==> config.mk <==
export PLATFORM = sky130hd
export DESIGN_NAME = dmem_port_arbiter_flat
export DESIGN_NICKNAME = d
export VERILOG_FILES = /design/src/rtl/dmem_port_arbiter_if.sv /design/src/rtl/dmem_port_arbiter.sv /design/src/flat_wrapper.sv
export SDC_FILE = /design/constraint.sdc
export NUM_CORES = 1
export LEC_CHECK = 0
export ABC_AREA = 1
export CORE_AREA = 3 3 162 164
export CTS_CLUSTER_DIAMETER = 150
export DETAILED_ROUTE_END_ITERATION = 16
export DIE_AREA = 0 0 165 167
export DONT_BUFFER_PORTS = 1
export GPL_TIMING_DRIVEN = 0
export PLACE_DENSITY = 0.3
export SLEW_MARGIN = 5
export SYNTH_ARGS = -nofsm -noshare
export SYNTH_HDL_FRONTEND = slang
export SYNTH_SLANG_ARGS = --single-unit
==> constraint.sdc <==
create_clock -name Clk -period 6.69 [get_ports Clk]
set_input_delay 1.338 -clock Clk [delete_from_list [all_inputs] [get_ports Clk]]
set_output_delay 1.338 -clock Clk [all_outputs]
set_load 0.01 [all_outputs]
==> src/rtl/dmem_port_arbiter_if.sv <==
// Bundle between the cores' MEM stages, the data-memory arbiter and DataMemory.
// The arbiter connects through the slave modport; cores and memory use master.
interface dmem_port_arbiter_if #(
    parameter int NUM_CORES = 4
);
    logic [NUM_CORES-1:0]    Core_Req;
    logic [NUM_CORES-1:0]    Core_MemWrite;
    logic [NUM_CORES-1:0]    Core_HalfControl;
    logic [NUM_CORES-1:0]    Core_ByteControl;
    logic [NUM_CORES-1:0]    Core_Lock;
    logic [32*NUM_CORES-1:0] Core_Address;
    logic [32*NUM_CORES-1:0] Core_WriteData;
    logic [NUM_CORES-1:0]    Core_Stall;
    logic [31:0]             Core_ReadData;
    logic [NUM_CORES-1:0]    Grant;
    logic [31:0]             Mem_Address;
    logic [31:0]             Mem_WriteData;
    logic                    Mem_MemRead;
    logic                    Mem_MemWrite;
    logic                    Mem_HalfControl;
    logic                    Mem_ByteControl;
    logic [31:0]             Mem_ReadData;

    modport slave (
        input  Core_Req, Core_MemWrite, Core_HalfControl, Core_ByteControl, Core_Lock,
        input  Core_Address, Core_WriteData, Mem_ReadData,
        output Core_Stall, Core_ReadData, Grant,
        output Mem_Address, Mem_WriteData, Mem_MemRead, Mem_MemWrite,
        output Mem_HalfControl, Mem_ByteControl
    );

    modport master (
        output Core_Req, Core_MemWrite, Core_HalfControl, Core_ByteControl, Core_Lock,
        output Core_Address, Core_WriteData, Mem_ReadData,
        input  Core_Stall, Core_ReadData, Grant,
        input  Mem_Address, Mem_WriteData, Mem_MemRead, Mem_MemWrite,
        input  Mem_HalfControl, Mem_ByteControl
    );
endinterface

==> src/rtl/dmem_port_arbiter.sv <==
// Round-robin arbiter sharing one DataMemory port among NUM_CORES MEM stages.
// Define DMEM_ARB_LOCK_EN to add bounded bus locking for atomic read-modify-write.
module dmem_port_arbiter #(
    parameter int NUM_CORES       = 4,
    parameter int PTR_W           = 2,
    parameter int MAX_LOCK_CYCLES = 8
) (
    input logic                Clk,
    input logic                Reset,
    dmem_port_arbiter_if.slave bus
);

    if (PTR_W != $clog2(NUM_CORES) || NUM_CORES < 2 || MAX_LOCK_CYCLES < 1) begin : g_cfg_err
        $error("dmem_port_arbiter: inconsistent NUM_CORES/PTR_W/MAX_LOCK_CYCLES");
    end

    logic [PTR_W-1:0]     rr_ptr;
    logic [PTR_W-1:0]     rr_idx;
    logic                 rr_vld;
    logic [PTR_W-1:0]     gnt_idx;
    logic                 gnt_vld;
    logic                 gnt_act;
    logic [NUM_CORES-1:0] grant_oh;
    logic [31:0]          mem_addr;
    logic [31:0]          mem_wdata;
    logic                 mem_we;
    logic                 mem_half;
    logic                 mem_byte;

    function automatic logic [PTR_W-1:0] wrap_inc(input logic [PTR_W-1:0] p);
        if (p == PTR_W'(NUM_CORES - 1))
            return '0;
        else
            return p + 1'b1;
    endfunction

    // First requester at or after rr_ptr, wrapping past the last core.
    always_comb begin
        int               c;
        logic [PTR_W-1:0] ci;
        rr_vld = 1'b0;
        rr_idx = '0;
        c      = 0;
        ci     = '0;
        for (int k = 0; k < NUM_CORES; k++) begin
            c = int'(rr_ptr) + k;
            if (c >= NUM_CORES)
                c = c - NUM_CORES;
            ci = PTR_W'(c);
            if (!rr_vld && bus.Core_Req[ci]) begin
                rr_vld = 1'b1;
                rr_idx = ci;
            end
        end
    end

`ifdef DMEM_ARB_LOCK_EN
    localparam int LCNT_W = ($clog2(MAX_LOCK_CYCLES + 1) > 4) ? $clog2(MAX_LOCK_CYCLES + 1) : 4;

    typedef enum logic {UNLOCKED, LOCKED} lock_state_t;

    lock_state_t      lock_state;
    logic [PTR_W-1:0] lock_owner;
    logic [LCNT_W-1:0] lock_cnt;
    logic             lock_blk;
    logic             lock_take;

    // lock_blk: the last owner was forcibly released and still holds Lock.
    assign lock_take = rr_vld && bus.Core_Lock[rr_idx] && !(lock_blk && rr_idx == lock_owner);

    always_comb begin
        if (lock_state == LOCKED) begin
            gnt_vld = bus.Core_Req[lock_owner];
            gnt_idx = lock_owner;
        end else begin
            gnt_vld = rr_vld;
            gnt_idx = rr_idx;
        end
    end

    always_ff @(posedge Clk or negedge Reset) begin
        if (!Reset) begin
            lock_state <= UNLOCKED;
            lock_owner <= '0;
            lock_cnt   <= '0;
            lock_blk   <= 1'b0;
            rr_ptr     <= '0;
        end else begin
            case (lock_state)
                UNLOCKED: begin
                    if (lock_blk && !bus.Core_Lock[lock_owner])
                        lock_blk <= 1'b0;
                    if (lock_take) begin
                        lock_state <= LOCKED;
                        lock_owner <= rr_idx;
                        lock_cnt   <= LCNT_W'(1);
                        lock_blk   <= 1'b0;
                    end else if (rr_vld) begin
                        rr_ptr <= wrap_inc(rr_idx);
                    end
                end
                LOCKED: begin
                    // lock_cnt includes the cycle that took the lock.
                    if (!bus.Core_Lock[lock_owner] || lock_cnt >= LCNT_W'(MAX_LOCK_CYCLES - 1)) begin
                        lock_state <= UNLOCKED;
                        lock_cnt   <= '0;
                        rr_ptr     <= wrap_inc(lock_owner);
                        lock_blk   <= bus.Core_Lock[lock_owner];
                    end else begin
                        lock_cnt <= lock_cnt + 1'b1;
                    end
                end
                default: lock_state <= UNLOCKED;
            endcase
        end
    end
`else
    assign gnt_vld = rr_vld;
    assign gnt_idx = rr_idx;

    always_ff @(posedge Clk or negedge Reset) begin
        if (!Reset)
            rr_ptr <= '0;
        else if (rr_vld)
            rr_ptr <= wrap_inc(rr_idx);
    end
`endif

    // Reset also gates the outputs combinationally so the port is quiet while held.
    assign gnt_act = gnt_vld & Reset;

    always_comb begin
        grant_oh  = '0;
        mem_addr  = '0;
        mem_wdata = '0;
        mem_we    = 1'b0;
        mem_half  = 1'b0;
        mem_byte  = 1'b0;
        for (int i = 0; i < NUM_CORES; i++) begin
            if (gnt_act && gnt_idx == PTR_W'(i)) begin
                grant_oh[i] = 1'b1;
                mem_addr    = bus.Core_Address[32*i +: 32];
                mem_wdata   = bus.Core_WriteData[32*i +: 32];
                mem_we      = bus.Core_MemWrite[i];
                mem_half    = bus.Core_HalfControl[i];
                mem_byte    = bus.Core_ByteControl[i];
            end
        end
    end

    assign bus.Grant           = grant_oh;
    assign bus.Core_Stall      = bus.Core_Req & ~grant_oh;
    assign bus.Mem_Address     = mem_addr;
    assign bus.Mem_WriteData   = mem_wdata;
    assign bus.Mem_MemWrite    = mem_we;
    assign bus.Mem_MemRead     = gnt_act & ~mem_we;
    assign bus.Mem_HalfControl = mem_half;
    assign bus.Mem_ByteControl = mem_byte;
    assign bus.Core_ReadData   = gnt_act ? bus.Mem_ReadData : 32'h0;

endmodule

==> src/flat_wrapper.sv <==
// flat-port wrapper written by rule: the top's interface ports become plain ports
module dmem_port_arbiter_flat 
#(
    parameter int NUM_CORES       = 4,
    parameter int PTR_W           = 2,
    parameter int MAX_LOCK_CYCLES = 8
)
  (Clk, Reset, bus_Core_Req, bus_Core_MemWrite, bus_Core_HalfControl, bus_Core_ByteControl, bus_Core_Lock, bus_Core_Address, bus_Core_WriteData, bus_Mem_ReadData, bus_Core_Stall, bus_Core_ReadData, bus_Grant, bus_Mem_Address, bus_Mem_WriteData, bus_Mem_MemRead, bus_Mem_MemWrite, bus_Mem_HalfControl, bus_Mem_ByteControl);
  dmem_port_arbiter_if #(.NUM_CORES(NUM_CORES)) bus_i ();
  input logic Clk;
  input logic Reset;
  input wire logic [$bits(bus_i.Core_Req)-1:0] bus_Core_Req;
  input wire logic [$bits(bus_i.Core_MemWrite)-1:0] bus_Core_MemWrite;
  input wire logic [$bits(bus_i.Core_HalfControl)-1:0] bus_Core_HalfControl;
  input wire logic [$bits(bus_i.Core_ByteControl)-1:0] bus_Core_ByteControl;
  input wire logic [$bits(bus_i.Core_Lock)-1:0] bus_Core_Lock;
  input wire logic [$bits(bus_i.Core_Address)-1:0] bus_Core_Address;
  input wire logic [$bits(bus_i.Core_WriteData)-1:0] bus_Core_WriteData;
  input wire logic [$bits(bus_i.Mem_ReadData)-1:0] bus_Mem_ReadData;
  output wire logic [$bits(bus_i.Core_Stall)-1:0] bus_Core_Stall;
  output wire logic [$bits(bus_i.Core_ReadData)-1:0] bus_Core_ReadData;
  output wire logic [$bits(bus_i.Grant)-1:0] bus_Grant;
  output wire logic [$bits(bus_i.Mem_Address)-1:0] bus_Mem_Address;
  output wire logic [$bits(bus_i.Mem_WriteData)-1:0] bus_Mem_WriteData;
  output wire logic [$bits(bus_i.Mem_MemRead)-1:0] bus_Mem_MemRead;
  output wire logic [$bits(bus_i.Mem_MemWrite)-1:0] bus_Mem_MemWrite;
  output wire logic [$bits(bus_i.Mem_HalfControl)-1:0] bus_Mem_HalfControl;
  output wire logic [$bits(bus_i.Mem_ByteControl)-1:0] bus_Mem_ByteControl;
  assign bus_i.Core_Req = bus_Core_Req;
  assign bus_i.Core_MemWrite = bus_Core_MemWrite;
  assign bus_i.Core_HalfControl = bus_Core_HalfControl;
  assign bus_i.Core_ByteControl = bus_Core_ByteControl;
  assign bus_i.Core_Lock = bus_Core_Lock;
  assign bus_i.Core_Address = bus_Core_Address;
  assign bus_i.Core_WriteData = bus_Core_WriteData;
  assign bus_i.Mem_ReadData = bus_Mem_ReadData;
  assign bus_Core_Stall = bus_i.Core_Stall;
  assign bus_Core_ReadData = bus_i.Core_ReadData;
  assign bus_Grant = bus_i.Grant;
  assign bus_Mem_Address = bus_i.Mem_Address;
  assign bus_Mem_WriteData = bus_i.Mem_WriteData;
  assign bus_Mem_MemRead = bus_i.Mem_MemRead;
  assign bus_Mem_MemWrite = bus_i.Mem_MemWrite;
  assign bus_Mem_HalfControl = bus_i.Mem_HalfControl;
  assign bus_Mem_ByteControl = bus_i.Mem_ByteControl;
  dmem_port_arbiter #(.NUM_CORES(NUM_CORES), .PTR_W(PTR_W), .MAX_LOCK_CYCLES(MAX_LOCK_CYCLES)) u_core (.Clk(Clk), .Reset(Reset), .bus(bus_i));
endmodule
After elaboration in Yosys (flattened, before gate mapping)

Cells that the tools add are included.

Register bits after elaboration: 2
Bits of input ports: 310
Output and inout port bits: 108

Add/subtract/negate cells: 8
Order comparisons: 8
Equal/unequal tests: 3
Mux-type cells: 46
Bitwise operators: 5
Reduce and logical (&&, ||, !) cells: 11

Operator list:

| operator                                                                            | number |
|---|---|
| 32-bit two-way mux                                                                  | 9 |
| 1-bit two-way mux                                                                   | 24 |
| 2-bit two-way mux                                                                   | 9 |
| 2-bit by 3-bit < comparator with 1-bit output, second input constant                | 4 |
| 3-bit greater-or-equal comparator, second input constant                            | 3 |
| 1-bit binary-select mux with 2-bit select                                           | 4 |
| 2-bit by 1-bit subtractor with 2-bit output, second input constant                  | 4 |
| 1-bit logical AND                                                                   | 7 |
| 2-bit by 2-bit adder with 3-bit output, second input constant                       | 2 |
| 4-bit AND                                                                           | 1 |
| 2-bit equality test, second input constant                                          | 2 |
| 4-bit NOT                                                                           | 1 |
| 2-bit by 1-bit adder with 3-bit output, second input constant                       | 1 |
| 2-bit by 3-bit greater-or-equal comparator with 1-bit output, second input constant | 1 |
| 1-bit zero test                                                                     | 3 |
| 2-bit by 1-bit adder with 2-bit output, second input constant                       | 1 |
| 1-bit AND                                                                           | 2 |
| 2-bit by 1-bit equality test with 1-bit output, second input constant               | 1 |
| 2-bit zero test                                                                     | 1 |
| 1-bit NOT                                                                           | 1 |

Longest topological paths before layout

Depth in word-level cells: 22
Depth in mapped cells: 22
Gate-level depth less buffers: 18

Least setup slack after synthesis

OpenSTA, ideal clock, no wires.

Path kind: input -> output
From: input port bus_Core_Req[3]
To: output port bus_Mem_WriteData[12]
Arrival: 3660 ps
Required time: 5352 ps
Path slack: 1692 ps
Stages on the path: 18
Path buffers: 4
Cells stage by stage: inv_1 nand2_1 nand3_1 nand2_1 nor2_4 nand3_4 buf_2 nand2_1 inv_1 o21ai_1 ha_1 clkbuf_1 clkbuf_1 clkbuf_1 nand4_1 nand2_1 a21oi_1 nor2_1

Longest elaborated chain between the ends: 18
Elaborated cells between the ends (all ways): 35
Classes of those cells: 3 x eq/ne; 20 x mux; 1 x bitwise; 11 x reduce/logical

Ends and longest elaborated chain:

| item                                                          | line                                               | source |
|---|---|---|
| start, declared                                               | flat_wrapper.sv:12                                 | `input wire logic [$bits(bus_i.Core_Req)-1:0] bus_Core_Req;` |
| 1-bit binary-select mux with 2-bit select                     | dmem_port_arbiter.sv:50                            | `if (!rr_vld && bus.Core_Req[ci]) begin` |
| 1-bit two-way mux (not written as such)                       | dmem_port_arbiter.sv:50                            |  |
| 1-bit two-way mux                                             | dmem_port_arbiter.sv:50                            |  |
| 1-bit zero test                                               | dmem_port_arbiter.sv:50                            |  |
| 1-bit logical AND                                             | dmem_port_arbiter.sv:50                            |  |
| 1-bit two-way mux                                             | dmem_port_arbiter.sv:50                            |  |
| 1-bit zero test                                               | dmem_port_arbiter.sv:50                            |  |
| 1-bit logical AND                                             | dmem_port_arbiter.sv:50                            |  |
| 1-bit two-way mux                                             | dmem_port_arbiter.sv:50                            |  |
| 1-bit zero test                                               | dmem_port_arbiter.sv:50                            |  |
| 1-bit logical AND                                             | dmem_port_arbiter.sv:50                            |  |
| 1-bit two-way mux / 2-bit two-way mux (equally long branches) | dmem_port_arbiter.sv:50                            |  |
| 1-bit AND / 2-bit zero test (equally long branches)           | dmem_port_arbiter.sv:130, dmem_port_arbiter.sv:140 |  |
| 1-bit logical AND                                             | dmem_port_arbiter.sv:140                           | `if (gnt_act && gnt_idx == PTR_W'(i)) begin` |
| 32-bit two-way mux (3 in series)                              | dmem_port_arbiter.sv:140                           |  |
| 32-bit two-way mux *                                          | dmem_port_arbiter.sv:140                           |  |
| end, declared                                                 | flat_wrapper.sv:24                                 | `output wire logic [$bits(bus_i.Mem_WriteData)-1:0] bus_Mem_WriteData;` |

Mark *: on every way between the ends. The rest lies on a longest branch, timed or not. The select of a mux whose other input is x is not followed.

Final worst setup path

From: input port bus_Core_Req[0]
To: output port bus_Mem_WriteData[24]

Same word-level chain as after synthesis.

==> results.txt <==
Sequential standard cell area -> 50.0 µm²
Met2 GRT Util -> 0.346
Area grow syn2layout -> 12.2%
Initial Utilization -> 0.161
H-tree depth -> 1
Most common cell after layout, fill and taps aside -> nand2_1
DRC Markers -> 0
Psw -> 2.59 mW
# rows -> 58
Sw frac -> 0.732
Seq cells post-synth -> 2
Global route overflow -> 0
Worst reg2reg path startpoint -> u_core.rr_ptr[0]$_DFFE_PN0N_
Number of CTS-inserted buffers -> 3
Port bufs -> 0
Initial antenna violation count -> 2
Int Power -> 0.948 mW
Reg2reg path depth -> 15
Placed cells -> 1233
Initial drt markers -> 313
Place WS -> -0.0320 ns
Routing usage on met3 -> 0.0398
Clock power share -> 0.025
Met1 usage -> 0.222
Fin worst setup slack -> 0.433 ns
Cell area after synthesis -> 4020 µm²
Clk buf depth -> 2
Syn Area/Cell -> 4.45 µm²
Comb pwr share -> 0.967
Root Buffer -> clkbuf_16
R2R Setup Slk -> 4.15 ns
Yosys cell types -> 23
Worst Hold Path Cells -> 3
Die Y -> 167 µm
Worst-margin pin slew -> 1.10 ns
Worst setup path class -> input port to primary output
Detail Route Antenna Nets -> 0
Startpoint types -> input port
Pleak -> 2.76 nW
CTS Sinks -> 2
Vias in the first global route -> 5842
Worst skew pair latency -> 0.22 ns
Area post-placement -> 4430 µm²
Layout net count -> 1222
First-pass GRT wire length -> 39.0 mm
Max reg flops -> 2
Critical Path Start -> bus_Core_Req[0]
GRT Overall Usage -> 0.187
Reg with most FFs -> u_core.rr_ptr
Worst Hold Launch -> u_core.rr_ptr[0]$_DFFE_PN0N_
Sequential-to-total area share from yosys stat -> 0.0124
Crit path capture type -> primary output
DR WL/cell -> 22.2 µm
Core area -> 25000 µm²
RSZ-0062 raised after global routing -> no
Area of the multi-input gates -> 3120 µm²
CP required -> 5.35 ns
Power density cells -> 784 nW/µm²
Syn Inst Count -> 903
Skew final -> 0.000778 ns
DR vias -> 5791
Seq pwr share -> 0.007
Area of the die -> 27600 µm²
IO Count -> 418
Clock transition at path regs -> 0.03 ns
Final GP Congestion -> 0.836
Biggest regs -> u_core.rr_ptr: 2 flops
Fin crit share -> 0.935
Share of cells above drive strength 1 -> 0.0497
Worst hold path class -> register to register
Worst IR Drop VDD -> 0.000198 V
F_max -> 0.160 GHz
Cell area after layout -> 4510 µm²
Horiz. Die Dim -> 165 µm
Max Cap Viol -> 0
Yosys warning count -> 0
TritonCTS clock tree -> done
Outcome -> finished, final reports clean
Fillers -> 3103
Layer with the highest usage -> met2
Setup Buffers After CTS -> 0
Cell Count, Final, Fillers Out -> 1236
WP data arrival -> 4.92 ns
Tot Pwr -> 3.54 mW
1st-pass router iterations -> 5
CP Max Fanout -> 10
Final min period -> 6.26 ns
Synthesized Nets -> 1217
Final Util -> 0.180
Vias per cell -> 4.69
Most frequent cells in the layout -> 239 x nand2_1, 232 x nor2_1, 135 x nand4_1
Final Hold Vio Count -> 0
# hold bufs at CTS -> 0
Final wirelength -> 27.5 mm
Setup Viol. Count Final -> 0
Slew margin rel. -> 0.268
Detailed Place HPWL -> 22.6 mm
Ant diodes -> 0
Largest net degree at the start of global routing -> 11
Pins Over Slew Limit -> 0
power by group through the flow:
stage               Sequential [mW]  Combinational [mW]  Clock [mW]
floorplan                    0.0239                2.42           0
global placement             0.0247                3.46           0
detailed placement           0.0249                3.45           0
CTS                          0.0247                3.47      0.0913
global route                 0.0251                3.81      0.0928
finish                       0.0249                3.42      0.0901
final timing paths:
kind	endpoint
min in group asynchronous	u_core.rr_ptr[1]$_DFFE_PN0N_
worst min-delay path	u_core.rr_ptr[0]$_DFFE_PN0N_
max in group asynchronous	u_core.rr_ptr[0]$_DFFE_PN0N_
worst max-delay path	bus_Mem_WriteData[24]
worst max register to register	u_core.rr_ptr[1]$_DFFE_PN0N_
worst min register to register	u_core.rr_ptr[0]$_DFFE_PN0N_
stage by stage:
step / TNS [ns] / hold WS [ns]
floorplan: 0 / 0.612
global placement: -0.0489 / 0.677
detailed placement: -0.0339 / 0.685
CTS: 0 / 0.695
global route: 0 / 0.717
finish: 0 / 0.678
routing by layer:
layer	vias to the layer above	routed length (µm)
li1	2876	-
met1	2573	10900
met4	0	522
met3	35	2040
met2	307	14000
met5	-	0
cell usage after synthesis:
master,count,area [µm²]
buf_2,26,130
nand3_4,1,17.5
dfrtp_1,2,50.1
inv_4,1,6.26
nand2_1,239,897
ha_1,4,50.1
buf_6,4,45.0
buf_4,3,22.5
buf_1,16,60.1
and2_1,1,6.26
a31oi_1,1,6.26
nand3_1,5,25.0
nor2_1,232,871
nand3b_1,1,7.51
inv_2,2,7.51
clkbuf_1,36,135
nand3_2,2,20.0
nand4_1,135,845
inv_1,119,447
nor2_4,1,11.3
a21oi_1,66,330
o21ai_1,2,10.0
o21ai_0,4,20.0
logic make-up after synthesis:
kind of cell / after synthesis / share of synthesized area
fa+ha+maj: 4 / 0.0124
compound gates: 73 / 0.0912
flops: 2 / 0.0124
simple gates: 617 / 0.672
buf+inv: 207 / 0.212
cell type report:
type,count,area share
multi-input cells,694,0.691
inverters,122,0.102
well taps,330,0.0915
plain buffers,85,0.0877
clock buffers,3,0.0166
flip-flops and latches,2,0.0111
critical path, stage by stage:
cell and delay [ns]:
inv_1 0.04, o21ai_0 0.07, o21ai_1 0.32, nand3_4 0.22
buf_2 0.29, nand2_1 0.09, inv_1 0.04, o21ai_1 0.27
ha_1 0.21, clkbuf_1 0.34, clkbuf_2 0.46, buf_1 0.49
nand4_1 0.15, nand2_1 0.11, a21oi_1 0.07, nor2_1 0.38
timing repair:
action	CTS	global route
pin swaps	0	0
gates cloned	0	0
resized for setup	1	2
setup endpoints to repair	3	9
(Power assumes the default switching activity.)
